==> config.mk <==
export PLATFORM = sky130hd
export DESIGN_NAME = dot_square_mover
export DESIGN_NICKNAME = d
export VERILOG_FILES = /design/src/rtl/dot_square_mover_pkg.sv /design/src/rtl/dot_axis_bounce.sv /design/src/rtl/dot_square_mover.sv
export SDC_FILE = /design/constraint.sdc
export NUM_CORES = 1
export LEC_CHECK = 0
export ABC_AREA = 0
export BUFFER_PORTS_ARGS = -buffer_cell sky130_fd_sc_hd__buf_2
export CAP_MARGIN = 20
export CORE_AREA = 2 2 164 134
export DETAILED_ROUTE_END_ITERATION = 12
export DIE_AREA = 0 0 166 136
export HOLD_SLACK_MARGIN = 0.1
export PLACE_DENSITY = 0.82
export SLEW_MARGIN = 20
export SYNTH_ARGS = -nofsm -noshare
export SYNTH_HDL_FRONTEND = slang
export SYNTH_HIERARCHICAL = 1
export SYNTH_SLANG_ARGS = --single-unit
==> constraint.sdc <==
create_clock -name iClk -period 9.35 [get_ports iClk]
set_input_delay 0.935 -clock iClk [delete_from_list [all_inputs] [get_ports iClk]]
set_output_delay 0.935 -clock iClk [all_outputs]
set_load 0.02 [all_outputs]
==> src/rtl/dot_square_mover_pkg.sv <==
// Shared VT definitions for the moving-rectangle coordinate generator.
package dot_square_mover_pkg;

  // Frame-update FSM encoding.
  typedef enum logic [1:0] {
    StIdle   = 2'd0,
    StCalc   = 2'd1,
    StCommit = 2'd2
  } state_e;

  // Direction encoding: 0 moves toward larger coordinates.
  localparam logic DirPos = 1'b0;
  localparam logic DirNeg = 1'b1;

  localparam int unsigned DefHdisplay = 640;
  localparam int unsigned DefVdisplay = 480;

  // Position after a load: keep the whole rectangle on screen, 0 when it cannot fit.
  function automatic int unsigned clamp_load(input int unsigned init, input int unsigned size,
                                             input int unsigned limit);
    if (size >= limit) begin
      return 0;
    end else if (init > limit - size) begin
      return limit - size;
    end
    return init;
  endfunction

  // Exclusive end coordinate, clipped to the display edge.
  function automatic int unsigned clamp_end(input int unsigned pos, input int unsigned size,
                                            input int unsigned limit);
    if (pos + size >= limit) begin
      return limit;
    end
    return pos + size;
  endfunction

endpackage

==> src/rtl/dot_axis_bounce.sv <==
// One axis of the mover: step, bounce off either edge, clamp the end coordinate.
module dot_axis_bounce
  import dot_square_mover_pkg::*;
#(
  parameter int unsigned Width     = 11,
  parameter int unsigned StepWidth = 4
) (
  input  logic [Width-1:0]     pos,
  input  logic                 dir,
  input  logic [StepWidth-1:0] step,
  input  logic [Width-1:0]     size,
  input  logic [Width-1:0]     limit,
  output logic [Width-1:0]     next_pos,
  output logic                 next_dir,
  output logic [Width-1:0]     end_coord
);

  // Two spare bits so pos + step + size can never wrap.
  localparam int unsigned Ext = Width + 2;

  logic [Ext-1:0] pos_e, step_e, size_e, limit_e, adv, reach, end_e;

  assign pos_e   = Ext'(pos);
  assign step_e  = Ext'(step);
  assign size_e  = Ext'(size);
  assign limit_e = Ext'(limit);
  assign adv     = pos_e + step_e;
  assign reach   = adv + size_e;

  // Next position and direction for one move.
  always_comb begin
    next_pos = pos;
    next_dir = dir;
    if (size_e >= limit_e) begin
      // Oversize rectangle pins to the origin and keeps its direction.
      next_pos = '0;
    end else if (dir == DirPos) begin
      if (reach >= limit_e) begin
        next_pos = Width'(limit_e - size_e);
        next_dir = DirNeg;
      end else begin
        next_pos = Width'(adv);
      end
    end else begin
      if (pos_e <= step_e) begin
        next_pos = '0;
        next_dir = DirPos;
      end else begin
        next_pos = Width'(pos_e - step_e);
      end
    end
  end

  assign end_e     = Ext'(next_pos) + size_e;
  assign end_coord = (end_e >= limit_e) ? limit : Width'(end_e);

endmodule

==> src/rtl/dot_square_mover.sv <==
// Per-frame rectangle position generator with edge bounce and frame-aligned bound updates.
module dot_square_mover
  import dot_square_mover_pkg::*;
#(
  parameter int unsigned pHdisplayWidth = 11,
  parameter int unsigned pVdisplayWidth = 11,
  parameter int unsigned pHdisplay      = DefHdisplay,
  parameter int unsigned pVdisplay      = DefVdisplay,
  parameter int unsigned pStepWidth     = 4
) (
  input  logic                      iClk,
  input  logic                      iRst,
  input  logic                      iFrameStart,
  input  logic                      iEnable,
  input  logic                      iLoad,
  input  logic [pHdisplayWidth-1:0] iInitX,
  input  logic [pVdisplayWidth-1:0] iInitY,
  input  logic [pHdisplayWidth-1:0] iSizeX,
  input  logic [pVdisplayWidth-1:0] iSizeY,
  input  logic [pStepWidth-1:0]     iStepX,
  input  logic [pStepWidth-1:0]     iStepY,
  input  logic [3:0]                iFrameDiv,
  output logic [pHdisplayWidth-1:0] oDxs,
  output logic [pHdisplayWidth-1:0] oDxe,
  output logic [pVdisplayWidth-1:0] oDys,
  output logic [pVdisplayWidth-1:0] oDye,
  output logic                      oDirX,
  output logic                      oDirY,
  output logic                      oUpdate,
  output logic                      oOverrun
);

  localparam logic [pHdisplayWidth-1:0] HLimit = pHdisplayWidth'(pHdisplay);
  localparam logic [pVdisplayWidth-1:0] VLimit = pVdisplayWidth'(pVdisplay);

  state_e                    state;
  logic [3:0]                frame_cnt;
  logic [pHdisplayWidth-1:0] pos_x, sh_x, sh_xe, nx_x, nx_xe, load_x, load_xe;
  logic [pVdisplayWidth-1:0] pos_y, sh_y, sh_ye, nx_y, nx_ye, load_y, load_ye;
  logic                      sh_dir_x, sh_dir_y, nx_dir_x, nx_dir_y;

  dot_axis_bounce #(
    .Width    (pHdisplayWidth),
    .StepWidth(pStepWidth)
  ) u_axis_x (
    .pos      (pos_x),
    .dir      (oDirX),
    .step     (iStepX),
    .size     (iSizeX),
    .limit    (HLimit),
    .next_pos (nx_x),
    .next_dir (nx_dir_x),
    .end_coord(nx_xe)
  );

  dot_axis_bounce #(
    .Width    (pVdisplayWidth),
    .StepWidth(pStepWidth)
  ) u_axis_y (
    .pos      (pos_y),
    .dir      (oDirY),
    .step     (iStepY),
    .size     (iSizeY),
    .limit    (VLimit),
    .next_pos (nx_y),
    .next_dir (nx_dir_y),
    .end_coord(nx_ye)
  );

  assign load_x  = pHdisplayWidth'(clamp_load(32'(iInitX), 32'(iSizeX), pHdisplay));
  assign load_xe = pHdisplayWidth'(clamp_end(32'(load_x), 32'(iSizeX), pHdisplay));
  assign load_y  = pVdisplayWidth'(clamp_load(32'(iInitY), 32'(iSizeY), pVdisplay));
  assign load_ye = pVdisplayWidth'(clamp_end(32'(load_y), 32'(iSizeY), pVdisplay));

  // The left/top bound is the position register itself.
  assign oDxs = pos_x;
  assign oDys = pos_y;

  // Frame FSM, divider, shadow registers and registered bounds; load outranks everything.
  always_ff @(posedge iClk) begin
    if (iRst) begin
      state     <= StIdle;
      frame_cnt <= '0;
      pos_x     <= '0;
      pos_y     <= '0;
      oDxe      <= '0;
      oDye      <= '0;
      oDirX     <= DirPos;
      oDirY     <= DirPos;
      sh_x      <= '0;
      sh_xe     <= '0;
      sh_y      <= '0;
      sh_ye     <= '0;
      sh_dir_x  <= DirPos;
      sh_dir_y  <= DirPos;
      oUpdate   <= 1'b0;
      oOverrun  <= 1'b0;
    end else if (iLoad) begin
      // A frame pulse coinciding with a load is dropped without flagging overrun.
      state     <= StIdle;
      frame_cnt <= '0;
      pos_x     <= load_x;
      pos_y     <= load_y;
      oDxe      <= load_xe;
      oDye      <= load_ye;
      oDirX     <= DirPos;
      oDirY     <= DirPos;
      oUpdate   <= 1'b1;
    end else begin
      oUpdate <= 1'b0;
      unique case (state)
        StIdle: begin
          if (iFrameStart) begin
            if (iEnable && (frame_cnt == iFrameDiv)) begin
              state     <= StCalc;
              frame_cnt <= '0;
            end else if (frame_cnt != 4'hF) begin
              frame_cnt <= frame_cnt + 4'd1;
            end
          end
        end
        StCalc: begin
          sh_x     <= nx_x;
          sh_xe    <= nx_xe;
          sh_dir_x <= nx_dir_x;
          sh_y     <= nx_y;
          sh_ye    <= nx_ye;
          sh_dir_y <= nx_dir_y;
          state    <= StCommit;
          if (iFrameStart) oOverrun <= 1'b1;
        end
        StCommit: begin
          pos_x   <= sh_x;
          oDxe    <= sh_xe;
          oDirX   <= sh_dir_x;
          pos_y   <= sh_y;
          oDye    <= sh_ye;
          oDirY   <= sh_dir_y;
          oUpdate <= 1'b1;
          state   <= StIdle;
          if (iFrameStart) oOverrun <= 1'b1;
        end
        default: state <= StIdle;
      endcase
    end
  end

endmodule

==> results of run 1 <==
==> per-stage QoR <==
step	setup WS (ns)	cell area [µm²]	total power [mW]
CTS	0.793	13600	1.70
detailed placement	0.469	13300	1.33
global route	0.123	13600	1.83
finish	0.638	13600	1.73
global placement	0.774	13300	1.30
floorplan	1.21	12700	1.12
==> worst max path at each step <==
| stage | startpoint | to | slack, ns | cells after the start |
|---|---|---|---|---|
| finish | iStepX[0] | sh_xe[7]$_SDFFE_PP0P_ | 0.64 | 41 |
| global route | iStepX[0] | sh_xe[7]$_SDFFE_PP0P_ | 0.12 | 39 |
| CTS | iStepX[0] | sh_xe[7]$_SDFFE_PP0P_ | 0.79 | 41 |
| detailed placement | iStepX[0] | sh_xe[7]$_SDFFE_PP0P_ | 0.47 | 41 |
| global placement | iStepX[1] | sh_xe[7]$_SDFFE_PP0P_ | 0.77 | 41 |
| floorplan | iStepX[0] | sh_xe[7]$_SDFFE_PP0P_ | 1.21 | 43 |
==> per-layer routing <==
metal  vias up  routed length, µm  part of all wire, %  GRT usage (%)
li1       5944                  -                    -              -
met3        84               3770                   10           6.14
met5         -                  0                    0              0
met4         0                758                  2.1           8.84
met2       603              15200                   42           47.3
met1      5614              16800                   46           45.4
==> sequential cells by signal (all words and copies together), names as in the netlist, 2 cells and up <==
register   cells
oDye          11
oDys          11
sh_y          11
oDxe          11
frame_cnt      4
sh_xe         11
oDxs          11
state          2
sh_ye         11
sh_x          11
==> cell families (layout without fill, tap and decap cells) <==
logic type	count (synthesis)	in the layout
AND/OR/NAND/NOR	484	484
AO/OA/AOI/OAI	439	439
adder cells (fa/ha/maj)	194	194
buffers and inverters	181	254
XOR/XNOR	113	113
flip-flops	100	100
multiplexers	81	81
other	2	65
==> placed cells by master (no fill, tap or decap), types with 20 or more instances in the layout <==
cell and n:
sky130_fd_sc_hd__ha_1 181, sky130_fd_sc_hd__nand2_1 169, sky130_fd_sc_hd__a21oi_1 155, sky130_fd_sc_hd__inv_1 119
sky130_fd_sc_hd__buf_2 108, sky130_fd_sc_hd__dfxtp_1 100, sky130_fd_sc_hd__nor2_1 90, sky130_fd_sc_hd__o21ai_0 66
sky130_fd_sc_hd__conb_1 65, sky130_fd_sc_hd__xnor2_1 62, sky130_fd_sc_hd__mux2i_1 57, sky130_fd_sc_hd__xor2_1 50
sky130_fd_sc_hd__nor3_1 34, sky130_fd_sc_hd__a21o_1 29, sky130_fd_sc_hd__nand3_1 29, sky130_fd_sc_hd__nand2b_1 28
sky130_fd_sc_hd__nor2b_1 27, sky130_fd_sc_hd__mux2_2 24, sky130_fd_sc_hd__o22ai_1 23, sky130_fd_sc_hd__or3_1 22
sky130_fd_sc_hd__a211oi_1 20, sky130_fd_sc_hd__o21a_1 20
==> power groups by stage <==
| stage | Clock [mW] | Combinational, mW | Sequential, mW |
|---|---|---|---|
| 3_5_place_dp | 0 | 0.859 | 0.466 |
| 3_3_place_gp | 0 | 0.835 | 0.466 |
| 6_report | 0.374 | 0.897 | 0.457 |
| 5_1_grt | 0.392 | 0.984 | 0.458 |
| 2_1_floorplan | 0 | 0.653 | 0.471 |
| 4_1_cts | 0.374 | 0.867 | 0.456 |
==> cells in the mapped netlist, drive strengths merged, types with 5 or more instances <==
| master | instances | area [µm²] |
|---|---|---|
| nand4 | 18 | 119 |
| o22ai | 30 | 231 |
| fa | 12 | 240 |
| dfxtp | 100 | 2000 |
| xor2 | 50 | 438 |
| xnor2 | 63 | 559 |
| and2 | 5 | 31.3 |
| a2111oi | 6 | 83.8 |
| nor2 | 91 | 344 |
| buf | 25 | 166 |
| a21oi | 157 | 801 |
| nor4b | 6 | 52.6 |
| nand3b | 6 | 45.0 |
| o21a | 20 | 150 |
| o21bai | 8 | 63.8 |
| o211ai | 16 | 125 |
| o32ai | 6 | 60.1 |
| ha | 182 | 2280 |
| a31oi | 14 | 87.6 |
| o211a | 5 | 50.1 |
| nand2b | 28 | 175 |
| nor3 | 34 | 170 |
| mux2 | 24 | 270 |
| nand3 | 29 | 145 |
| inv | 120 | 450 |
| nor2b | 28 | 175 |
| nand2 | 171 | 647 |
| a21boi | 6 | 45.1 |
| a211o | 6 | 53.8 |
| o31ai | 8 | 60.1 |
| a21o | 29 | 218 |
| or2 | 6 | 37.5 |
| and4 | 7 | 66.3 |
| a211oi | 21 | 163 |
| nor3b | 5 | 37.5 |
| o21ai | 71 | 367 |
| mux2i | 57 | 571 |
| and3 | 6 | 38.8 |
| or3 | 23 | 145 |
| nor4 | 11 | 68.8 |
| clkbuf | 36 | 145 |
==> cell type report <==
class                   instances  area share [%]
clock buffers                   9            1.65
repair buffers                118            4.52
multi-input cells            1376            72.8
well taps                     275            2.53
clock inverters                 7           0.477
flip-flops and latches        100            14.7
inverters                     120            3.31
==> tightest hold or removal path, stage by stage, from the launching register on <==
cell and delay, ns:
sky130_fd_sc_hd__dfxtp_1 0.31, sky130_fd_sc_hd__nand2_1 0.05, sky130_fd_sc_hd__a21oi_1 0.05
==> run summary, run 1 <==
SETUP PATH
------------------------------------------------------------------------------------------------------
Startpoint type of the worst setup path .................................................   input port
Crit path max fanout ....................................................................           16
CP Data Arrival Time ....................................................................      8.93 ns
Kind of cell with the highest combined delay on the critical path ....................... compound AO/OA/AOI/OAI gates
CP max stage cell ....................................................................... sky130_fd_sc_hd__fa_1
Startpoint of the worst-slack reg-to-reg timing path .................................... oDxs[1]$_SDFFE_PP0P_
Crit path buf inv count .................................................................            3
Cell count of the worst reg-to-reg path .................................................           39
Required time worst endpoint ............................................................      9.57 ns
Worst R2R Setup Slack ...................................................................      0.73 ns
Worst Setup Path Type ...................................................................       in2reg
Slowest stage delay, CP .................................................................      0.44 ns
Endpoint of the worst-slack reg-to-reg timing path ...................................... sh_xe[7]$_SDFFE_PP0P_
Type of destination of the critical path ................................................    flip-flop

STA
------------------------------------------------------------------------------------------------------
Max Slew Vio Count ......................................................................            0
Worst max-slew margin expressed relative to the limit ...................................        28.3%
RSZ-0062 raised after global routing ....................................................           no
Time the worst path needs with I/O delays and setup .....................................      8.71 ns
Worst Tran Pin Value ....................................................................      1.07 ns
Hold Violations, Final ..................................................................            0
Final clock skew ........................................................................   0.00878 ns
Final-layout worst hold slack ...........................................................     0.456 ns
Upper clock frequency limit .............................................................      115 MHz
Setup Viol. Count Final .................................................................            0
Part of the cycle the worst path needs ..................................................        93.2%
Setup total negative slack ..............................................................         0 ns

DRT
------------------------------------------------------------------------------------------------------
Average wire per cell in the routed design ..............................................      18.2 µm
Router iterations before antenna repair .................................................            6
Number of DRC violations after detailed routing .........................................            0
Total routed wirelength .................................................................     36500 µm
Detailed-route vias per instance ........................................................         6.11
Number of nets still failing antenna checks after routing ...............................            0
Vias after detailed routing .............................................................        12200
Initial drt markers .....................................................................         1224

HOLD PATH
------------------------------------------------------------------------------------------------------
Worst min-delay path class ..............................................................      reg2reg
Worst Hold Depth ........................................................................            2
Hold worst-path end ..................................................................... sh_x[9]$_SDFFE_PP0P_
Worst Hold Launch ....................................................................... sh_x[9]$_SDFFE_PP0P_

POWER
------------------------------------------------------------------------------------------------------
Share of total power in sequential cells ................................................        26.5%
Share of total power consumed by net switching ..........................................        42.2%
Peak ir drop on the vdd network .........................................................    0.0780 mV
Combinational group share of total power ................................................        51.9%
Total power per unit cell area ..........................................................   127 nW/µm²
Switch Pwr ..............................................................................     0.729 mW
Internal portion of total power .........................................................      1.00 mW
Standby leakage power ...................................................................      6.10 nW
Share of total power in the clock network ...............................................        21.7%

CLOCK NETWORK
------------------------------------------------------------------------------------------------------
Post-CTS setup buffer count .............................................................            0
TritonCTS clock tree ....................................................................         done
Clk root buf ............................................................................ sky130_fd_sc_hd__clkbuf_16
Number of instances resized during post-cts repair ......................................            0
Insertion delay of the later-clocked pin in the worst-skew pair .........................      0.35 ns
Num CTS Buffers .........................................................................            9
Level count of the clock H-tree .........................................................            3
Maximum root-to-sink buffer count .......................................................            2
Clock transition at the register clock pins on the worst setup and hold paths after CTS .      0.08 ns
Number of sinks driven by the clock tree ................................................          100
Total of hold buffers inserted after clock tree synthesis ...............................            0

SYNTH
------------------------------------------------------------------------------------------------------
Synth warn ..............................................................................            6
Synth Register Bits .....................................................................          100
Unique cell type count in the Yosys netlist .............................................           98
Combinational family with the most area after synthesis ................................. compound AO/OA/AOI/OAI gates
Compound-gate portion of the synthesized area ...........................................        23.5%
Sequential area share after synthesis ...................................................        16.1%
Post-synthesis cell area ................................................................    12400 µm²
Multiplexer area fraction after synthesis ...............................................        6.76%
Average cell area after synthesis .......................................................     7.81 µm²
Fraction of synthesized cell area in xor and xnor cells .................................        8.01%
Async SR Flop Fraction ..................................................................           0%
Adder-cell area share of the yosys netlist ..............................................        20.2%
Leading register cell type out of synthesis ............................................. sky130_fd_sc_hd__dfxtp_1
Number of synthesized flops with an enable pin ..........................................            0
Mapped Cells ............................................................................         1594
Post-synthesis simple-gate area fraction ................................................        19.2%

CELLS AND AREA
------------------------------------------------------------------------------------------------------
Number of filler instances in the final layout ..........................................         1812
Diode insertion count for antenna repair ................................................            0
Footprint of the multi-input gates ......................................................     9920 µm²
Final-stage net count ...................................................................         1980
Storage element area ....................................................................     2000 µm²
Final Util ..............................................................................        64.6%
Area added between synthesis and finish .................................................        9.52%
Post-layout instance count excluding filler cells .......................................         2005
Layout cells sized above 1 ..............................................................        11.4%

GLOBAL ROUTING
------------------------------------------------------------------------------------------------------
Global-route wire length before repair ..................................................     57600 µm
Number of antenna violations at the first check in global routing .......................            0
Global route overflow ...................................................................            0
Total Routing Usage GR ..................................................................        31.4%
Pin count of the biggest net entering global routing ....................................           69
Vias in the first global route ..........................................................        11400

FLOORPLANNING
------------------------------------------------------------------------------------------------------
Standard-cell row count .................................................................           48
Overall die area ........................................................................    22600 µm²
# IOs ...................................................................................          109
Starting density of the core ............................................................        59.0%
Die span in y ...........................................................................       136 µm
Core Footprint ..........................................................................    21100 µm²
X dimension of the die ..................................................................       166 µm

RUN STATUS
------------------------------------------------------------------------------------------------------
Result of the run .......................................................................    completed

PLACE
------------------------------------------------------------------------------------------------------
Count of input and output buffers .......................................................          108
GPL Wtd Cong ............................................................................        0.961
Cells after DPL .........................................................................         1989
HPWL after detailed placement ...........................................................     28900 µm

JOB
------------------------------------------------------------------------------------------------------
Count of max-cap constraint violations ..................................................            0

Note: power is estimated with default switching activity, not from simulation.
==> inputs of run 2 (changes only) <==
- PLACE_DENSITY: 0.82 -> 0.8
==> run 2 against run 1 <==
Wire length is 2.0% lower; non-clock buffer count stayed put; total power is 0.18% lower; clock power is 1% higher; combinational power is 0.9% lower; critical path depth is 1 lower; via count hardly changed; clock-buffer cell count stayed put; sequential power hardly changed; design area is 0.18% higher; largest power group unchanged.
==> run summary, run 2 (synthesis results as in run 1) <==
RUN STATUS
------------------------------------------------------------------------------------------------------
Result of the run .......................................................................    completed

CLOCK NETWORK
------------------------------------------------------------------------------------------------------
Total of hold buffers inserted after clock tree synthesis ...............................            0   unchanged
Level count of the clock H-tree .........................................................            3   unchanged
Insertion delay of the later-clocked pin in the worst-skew pair .........................      0.36 ns   about the same
Num CTS Buffers .........................................................................            9   unchanged
Post-CTS setup buffer count .............................................................            0   unchanged
Number of instances resized during post-cts repair ......................................            0   unchanged
Clk root buf ............................................................................ sky130_fd_sc_hd__clkbuf_16
TritonCTS clock tree ....................................................................         done
Clock transition at the register clock pins on the worst setup and hold paths after CTS .      0.08 ns   about the same
Number of sinks driven by the clock tree ................................................          100   unchanged
Maximum root-to-sink buffer count .......................................................            2   unchanged

SETUP PATH
------------------------------------------------------------------------------------------------------
Worst Setup Path Type ...................................................................       in2reg
Launch point of the critical path .......................................................    iStepX[0]
Startpoint type of the worst setup path .................................................   input port
Library cell appearing most often on the critical path .................................. sky130_fd_sc_hd__a21oi_1
Crit path max fanout ....................................................................           16   unchanged
Required time worst endpoint ............................................................      9.56 ns   about the same
Slowest stage delay, CP .................................................................      0.43 ns   about the same
Type of destination of the critical path ................................................    flip-flop
Startpoint of the worst-slack reg-to-reg timing path .................................... oDxs[0]$_SDFFE_PP0P_
CP max stage cell ....................................................................... sky130_fd_sc_hd__fa_1
CP Data Arrival Time ....................................................................      8.76 ns   -0.17 ns

PLACE
------------------------------------------------------------------------------------------------------
Placed Instance Area ....................................................................    13300 µm²   unchanged
Count of input and output buffers .......................................................          108   unchanged
GPL Wtd Cong ............................................................................        0.959   -0.26%
HPWL after detailed placement ...........................................................     28300 µm   -2.1%
Post-place setup slack ..................................................................     0.456 ns   -0.0128 ns

DRT
------------------------------------------------------------------------------------------------------
Router iterations before antenna repair .................................................            5   -1
Number of nets still failing antenna checks after routing ...............................            0   unchanged
Initial drt markers .....................................................................         1125   -8.1%
Detailed-route vias per instance ........................................................         6.10   about the same
Total routed wirelength .................................................................     35800 µm   -2.0%
Number of DRC violations after detailed routing .........................................            0   unchanged
Average wire per cell in the routed design ..............................................      17.9 µm   -2.0%
Vias after detailed routing .............................................................        12200   -0.041%

CELLS AND AREA
------------------------------------------------------------------------------------------------------
Diode insertion count for antenna repair ................................................            0   unchanged
Final-stage net count ...................................................................         1980   unchanged
Number of filler instances in the final layout ..........................................         1827   +0.83%
Final Util ..............................................................................        64.8%   +0.12 points
Footprint of the multi-input gates ......................................................     9930 µm²   about the same
Storage element area ....................................................................     2000 µm²   unchanged
Commonest non-fill, non-tap cell in the layout .......................................... sky130_fd_sc_hd__ha_1
Area added between synthesis and finish .................................................        9.72%
Design area .............................................................................    13700 µm²   +0.18%
Top library cells by usage in the layout, fill and taps aside ........................... sky130_fd_sc_hd__ha_1, sky130_fd_sc_hd__nand2_1, sky130_fd_sc_hd__a21oi_1
Layout cells sized above 1 ..............................................................        11.4%   +0.058 points

STA
------------------------------------------------------------------------------------------------------
Setup total negative slack ..............................................................         0 ns   unchanged
Setup Viol. Count Final .................................................................            0   unchanged
RSZ-0062 raised after global routing ....................................................           no
Worst max-slew margin expressed relative to the limit ...................................        26.4%   -1.9 points
Hold Violations, Final ..................................................................            0   unchanged
Part of the cycle the worst path needs ..................................................        91.4%   -1.7 points
Final clock skew ........................................................................   0.00892 ns   +0.000143 ns
Upper clock frequency limit .............................................................      117 MHz   +1.9%
Final-layout worst hold slack ...........................................................     0.458 ns   +0.00153 ns
Worst Tran Pin Value ....................................................................      1.10 ns   +0.0287 ns
Worst-case setup margin in the final layout .............................................     0.800 ns   +0.162 ns
Max Slew Vio Count ......................................................................            0   unchanged
Time the worst path needs with I/O delays and setup .....................................      8.55 ns   -0.162 ns

GLOBAL ROUTING
------------------------------------------------------------------------------------------------------
Vias in the first global route ..........................................................        11100   -2.3%
Total Routing Usage GR ..................................................................        31.0%   -0.35 points
Global-route wire length before repair ..................................................     57200 µm   -0.79%
Number of antenna violations at the first check in global routing .......................            0   unchanged
Global route overflow ...................................................................            0   unchanged
Pin count of the biggest net entering global routing ....................................           69   unchanged

POWER
------------------------------------------------------------------------------------------------------
Switch Pwr ..............................................................................     0.723 mW   -0.81%
Total power per unit cell area ..........................................................   126 nW/µm²   -0.36%
Share of total power consumed by net switching ..........................................        41.9%   -0.27 points
Combinational group share of total power ................................................        51.5%   -0.4 points
Share of total power in sequential cells ................................................        26.5%   about the same
Standby leakage power ...................................................................      6.11 nW   +0.16%
Internal portion of total power .........................................................      1.00 mW   +0.28%
Peak ir drop on the vdd network .........................................................     0.108 mV   +39%
Share of total power in the clock network ...............................................        22.0%   +0.3 points

HOLD PATH
------------------------------------------------------------------------------------------------------
Worst Hold Launch ....................................................................... sh_y[8]$_SDFFE_PP0P_
Worst min-delay path class ..............................................................      reg2reg

FLOORPLANNING
------------------------------------------------------------------------------------------------------
Starting density of the core ............................................................        59.0%   unchanged
Standard-cell row count .................................................................           48   unchanged
# IOs ...................................................................................          109   unchanged
Overall die area ........................................................................    22600 µm²   unchanged
X dimension of the die ..................................................................       166 µm   unchanged
Core Footprint ..........................................................................    21100 µm²   unchanged
Die span in y ...........................................................................       136 µm   unchanged

JOB
------------------------------------------------------------------------------------------------------
Count of max-cap constraint violations ..................................................            0   unchanged

-- run 2: cell count changes in the layout (fill, tap and decap cells not counted), sizes merged --
cell / delta
clkinvlp: -1
clkinv: +4
inv: -3
-- run 2: path summary, 6_finish.rpt --
| kind | to | slack [ns] | cells after the start |
|---|---|---|---|
| worst min-delay path | sh_y[8]$_SDFFE_PP0P_ | 0.46 | 2 |
| worst max-delay path | sh_xe[7]$_SDFFE_PP0P_ | 0.80 | 40 |
| worst min register to register | sh_y[8]$_SDFFE_PP0P_ | 0.46 | 2 |
| worst max register to register | sh_xe[7]$_SDFFE_PP0P_ | 0.95 | 39 |
-- run 2: worst max-delay path, delay by kind of cell --
kind	cells	cell delay [ns]
fa+ha+maj	6	1.85
xor+xnor	3	0.40
compound gates	20	3.70
mux	1	0.37
buf+inv	2	0.16
simple gates	8	1.34
-- run 2: stage by stage --
| stage | std cells | total power [mW] |
|---|---|---|
| after detailed placement | 1989 | 1.32 |
| after global routing | 2005 | 1.84 |
| after CTS | 2005 | 1.70 |
| after global placement | 1989 | 1.30 |
| after floorplan | 1657 | 1.12 |
| final | 2005 | 1.73 |
-- run 2: power groups by stage --
stage	registers [mW]	clock network [mW]	logic, mW
6_report	0.457	0.379	0.889
5_1_grt	0.458	0.394	0.984
4_1_cts	0.456	0.379	0.862
3_5_place_dp	0.466	0	0.857
3_3_place_gp	0.466	0	0.836
2_1_floorplan	0.471	0	0.653
-- run 2: final cells by class --
class / count / area share [%]
multi-input cells: 1376 / 72.8
flip-flops and latches: 100 / 14.7
repair buffers: 118 / 4.51
inverters: 120 / 3.30
well taps: 275 / 2.52
clock buffers: 9 / 1.65
clock inverters: 7 / 0.596
-- run 2: per-layer routing --
metal / GRT usage (%) / part of all wire, % / vias to the layer above
li1: - / - / 5941
met1: 45.9 / 46 / 5708
met2: 46.6 / 42 / 537
met3: 5.53 / 10 / 54
met4: 7.29 / 1.7 / 0
met5: 0 / 0 / -
==> inputs of run 3 (changes only) <==
- CORE_AREA: 2 2 164 134 -> 2 2 170 139
- DIE_AREA: 0 0 166 136 -> 0 0 172 141
- PLACE_DENSITY: 0.8 -> 0.75
- clock period: 9.35 -> 9.03 ns (I/O delays scaled with it)
==> run 3 against run 2 <==
Flip-flop and latch count unchanged; clock power increased by 15%; non-clock buffer count increased by 4; cell count increased by 2.0%; sequential power increased by 3%; clock-buffer cell count unchanged; hold slack about the same; critical path depth unchanged; combinational power increased by 5.1%; core utilization decreased by 4.3 points; first-iteration DRC count unchanged; total power increased by 6.7%.
==> run summary, run 3 (synthesis results as in run 1) <==
GLOBAL ROUTING
------------------------------------------------------------------------------------------------------
Pin count of the biggest net entering global routing ....................................           69   unchanged
Number of antenna violations at the first check in global routing .......................            0   unchanged
Global route overflow ...................................................................            0   unchanged
Vias in the first global route ..........................................................        11200   +0.72%
Total Routing Usage GR ..................................................................        30.1%   -0.95 points
Global-route wire length before repair ..................................................     58400 µm   +2.1%

POWER
------------------------------------------------------------------------------------------------------
Total power per unit cell area ..........................................................   134 nW/µm²   +5.8%
Peak ir drop on the vdd network .........................................................     0.111 mV   +2.2%
Standby leakage power ...................................................................      6.15 nW   +0.62%

STA
------------------------------------------------------------------------------------------------------
Part of the cycle the worst path needs ..................................................        93.2%
RSZ-0062 raised after global routing ....................................................           no
Time the worst path needs with I/O delays and setup .....................................      8.42 ns
Worst Tran Pin Value ....................................................................     0.842 ns   -0.260 ns
Upper clock frequency limit .............................................................      119 MHz
Worst max-slew margin expressed relative to the limit ...................................        43.9%   +18 points
Setup total negative slack ..............................................................         0 ns   unchanged
Final-layout worst hold slack ...........................................................     0.457 ns   -0.000331 ns
Final clock skew ........................................................................    0.0116 ns   +0.00272 ns
Setup Viol. Count Final .................................................................            0   unchanged
Max Slew Vio Count ......................................................................            0   unchanged
Hold Violations, Final ..................................................................            0   unchanged

FLOORPLANNING
------------------------------------------------------------------------------------------------------
# IOs ...................................................................................          109   unchanged
Core Footprint ..........................................................................    22800 µm²   +8.0%
Die span in y ...........................................................................       141 µm   +3.7%
X dimension of the die ..................................................................       172 µm   +3.6%
Starting density of the core ............................................................        54.6%   -4.4 points
Overall die area ........................................................................    24300 µm²   +7.4%
Standard-cell row count .................................................................           50   +4.2%

PLACE
------------------------------------------------------------------------------------------------------
Count of input and output buffers .......................................................          108   unchanged
HPWL after detailed placement ...........................................................     28700 µm   +1.2%
Placed Instance Area ....................................................................    13400 µm²   +0.52%
GPL Wtd Cong ............................................................................        0.982   +2.5%

SETUP PATH
------------------------------------------------------------------------------------------------------
Worst Setup Path Type ...................................................................       in2reg
Type of destination of the critical path ................................................    flip-flop
Startpoint type of the worst setup path .................................................   input port
CP Data Arrival Time ....................................................................      8.62 ns   -0.14 ns
Required time worst endpoint ............................................................      9.23 ns   -0.33 ns
CP max stage cell ....................................................................... sky130_fd_sc_hd__fa_1
Slowest stage delay, CP .................................................................      0.44 ns   about the same
Crit path max fanout ....................................................................           16   unchanged

CELLS AND AREA
------------------------------------------------------------------------------------------------------
Final-stage net count ...................................................................         1984   +0.20%
Design area .............................................................................    13800 µm²   +0.90%
Area added between synthesis and finish .................................................        10.7%
Top library cells by usage in the layout, fill and taps aside ........................... sky130_fd_sc_hd__ha_1, sky130_fd_sc_hd__nand2_1, sky130_fd_sc_hd__a21oi_1
Diode insertion count for antenna repair ................................................            0   unchanged
Layout cells sized above 1 ..............................................................        11.8%   +0.32 points
Commonest non-fill, non-tap cell in the layout .......................................... sky130_fd_sc_hd__ha_1

JOB
------------------------------------------------------------------------------------------------------
Count of max-cap constraint violations ..................................................            0   unchanged

RUN STATUS
------------------------------------------------------------------------------------------------------
Result of the run .......................................................................    completed

CLOCK NETWORK
------------------------------------------------------------------------------------------------------
Clock transition at the register clock pins on the worst setup and hold paths after CTS .      0.07 ns   about the same
Num CTS Buffers .........................................................................            9   unchanged
Post-CTS setup buffer count .............................................................            0   unchanged
Maximum root-to-sink buffer count .......................................................            2   unchanged
Number of sinks driven by the clock tree ................................................          100   unchanged
TritonCTS clock tree ....................................................................         done
Level count of the clock H-tree .........................................................            3   unchanged
Clk root buf ............................................................................ sky130_fd_sc_hd__clkbuf_16
Insertion delay of the later-clocked pin in the worst-skew pair .........................      0.35 ns   about the same

DRT
------------------------------------------------------------------------------------------------------
Average wire per cell in the routed design ..............................................      18.1 µm   +1.4%
Total routed wirelength .................................................................     37000 µm   +3.5%
Vias after detailed routing .............................................................        12300   +0.17%
Number of DRC violations after detailed routing .........................................            0   unchanged
Initial drt markers .....................................................................         1125   unchanged
Router iterations before antenna repair .................................................            9   +4
Detailed-route vias per instance ........................................................         5.99   -1.8%
Number of nets still failing antenna checks after routing ...............................            0   unchanged

HOLD PATH
------------------------------------------------------------------------------------------------------
Worst min-delay path class ..............................................................      reg2reg

run 3: cell count changes in the layout (fill, tap and decap cells not counted), sizes merged:
cell,change
buf,+4
bufinv,+2
clkinv,-5
clkinvlp,+2
inv,+1
run 3: per-layer routing:
metal | share of wire, % | vias to the layer above | track usage (%)
met1 | 48 | 5679 | 44.9
met3 | 9.0 | 68 | 6.63
li1 | - | 5957 | -
met2 | 41 | 557 | 43.3
met5 | 0 | - | 0
met4 | 2.2 | 0 | 7.83
run 3: final timing paths:
check                         from               endpoint  slack, ns  cells past startpoint
max                      iStepX[0]  sh_xe[7]$_SDFFE_PP0P_       0.61                     40
min          sh_xe[0]$_SDFFE_PP0P_  sh_xe[0]$_SDFFE_PP0P_       0.46                      2
max reg2reg   oDxs[0]$_SDFFE_PP0P_  sh_xe[7]$_SDFFE_PP0P_       0.71                     39
min reg2reg  sh_xe[0]$_SDFFE_PP0P_  sh_xe[0]$_SDFFE_PP0P_       0.46                      2
run 3: area by class of cell:
cell class                 instances  area, µm²
multi-input combinational       1376       9940
fill                            2104       9000
sequential                       100       2000
timing repair buffer             122        658
inverter                         120        450
tap                              312        390
clock buffer                       9        225
clock inverter                     7        106
run 3: timing repair:
item / CTS / global route
setup endpoints to repair: 0 / 10
endpoints found under the hold margin: 0 / 0
hold buffers: 0 / 0
resized for setup: 0 / 4
run 3: report_power, final:
group          internal [mW]  switching [mW]  total, mW
Sequential             0.453          0.0190      0.472
Combinational          0.393           0.541      0.934
Clock                  0.248           0.187      0.435
Total                   1.09           0.747       1.84
run 3: metrics by stage:
step | std cells | power (mW) | utilization (%) | setup slack [ns]
after detailed placement | 2029 | 1.38 | 58.9 | 0.234
after global placement | 2029 | 1.36 | 58.9 | 0.500
final | 2046 | 1.84 | 60.5 | 0.611
after CTS | 2045 | 1.81 | 60.3 | 0.581
after global routing | 2046 | 1.95 | 60.5 | 0.0523
after floorplan | 1657 | 1.16 | - | 0.921
run 3: worst max-delay path, delay by kind of cell:
kind | cells | cell delay, ns
AND/OR/NAND/NOR | 8 | 1.49
AO/OA/AOI/OAI | 18 | 3.12
adder cells (fa/ha/maj) | 7 | 2.01
XOR/XNOR | 3 | 0.53
multiplexers | 1 | 0.35
buffers and inverters | 3 | 0.21
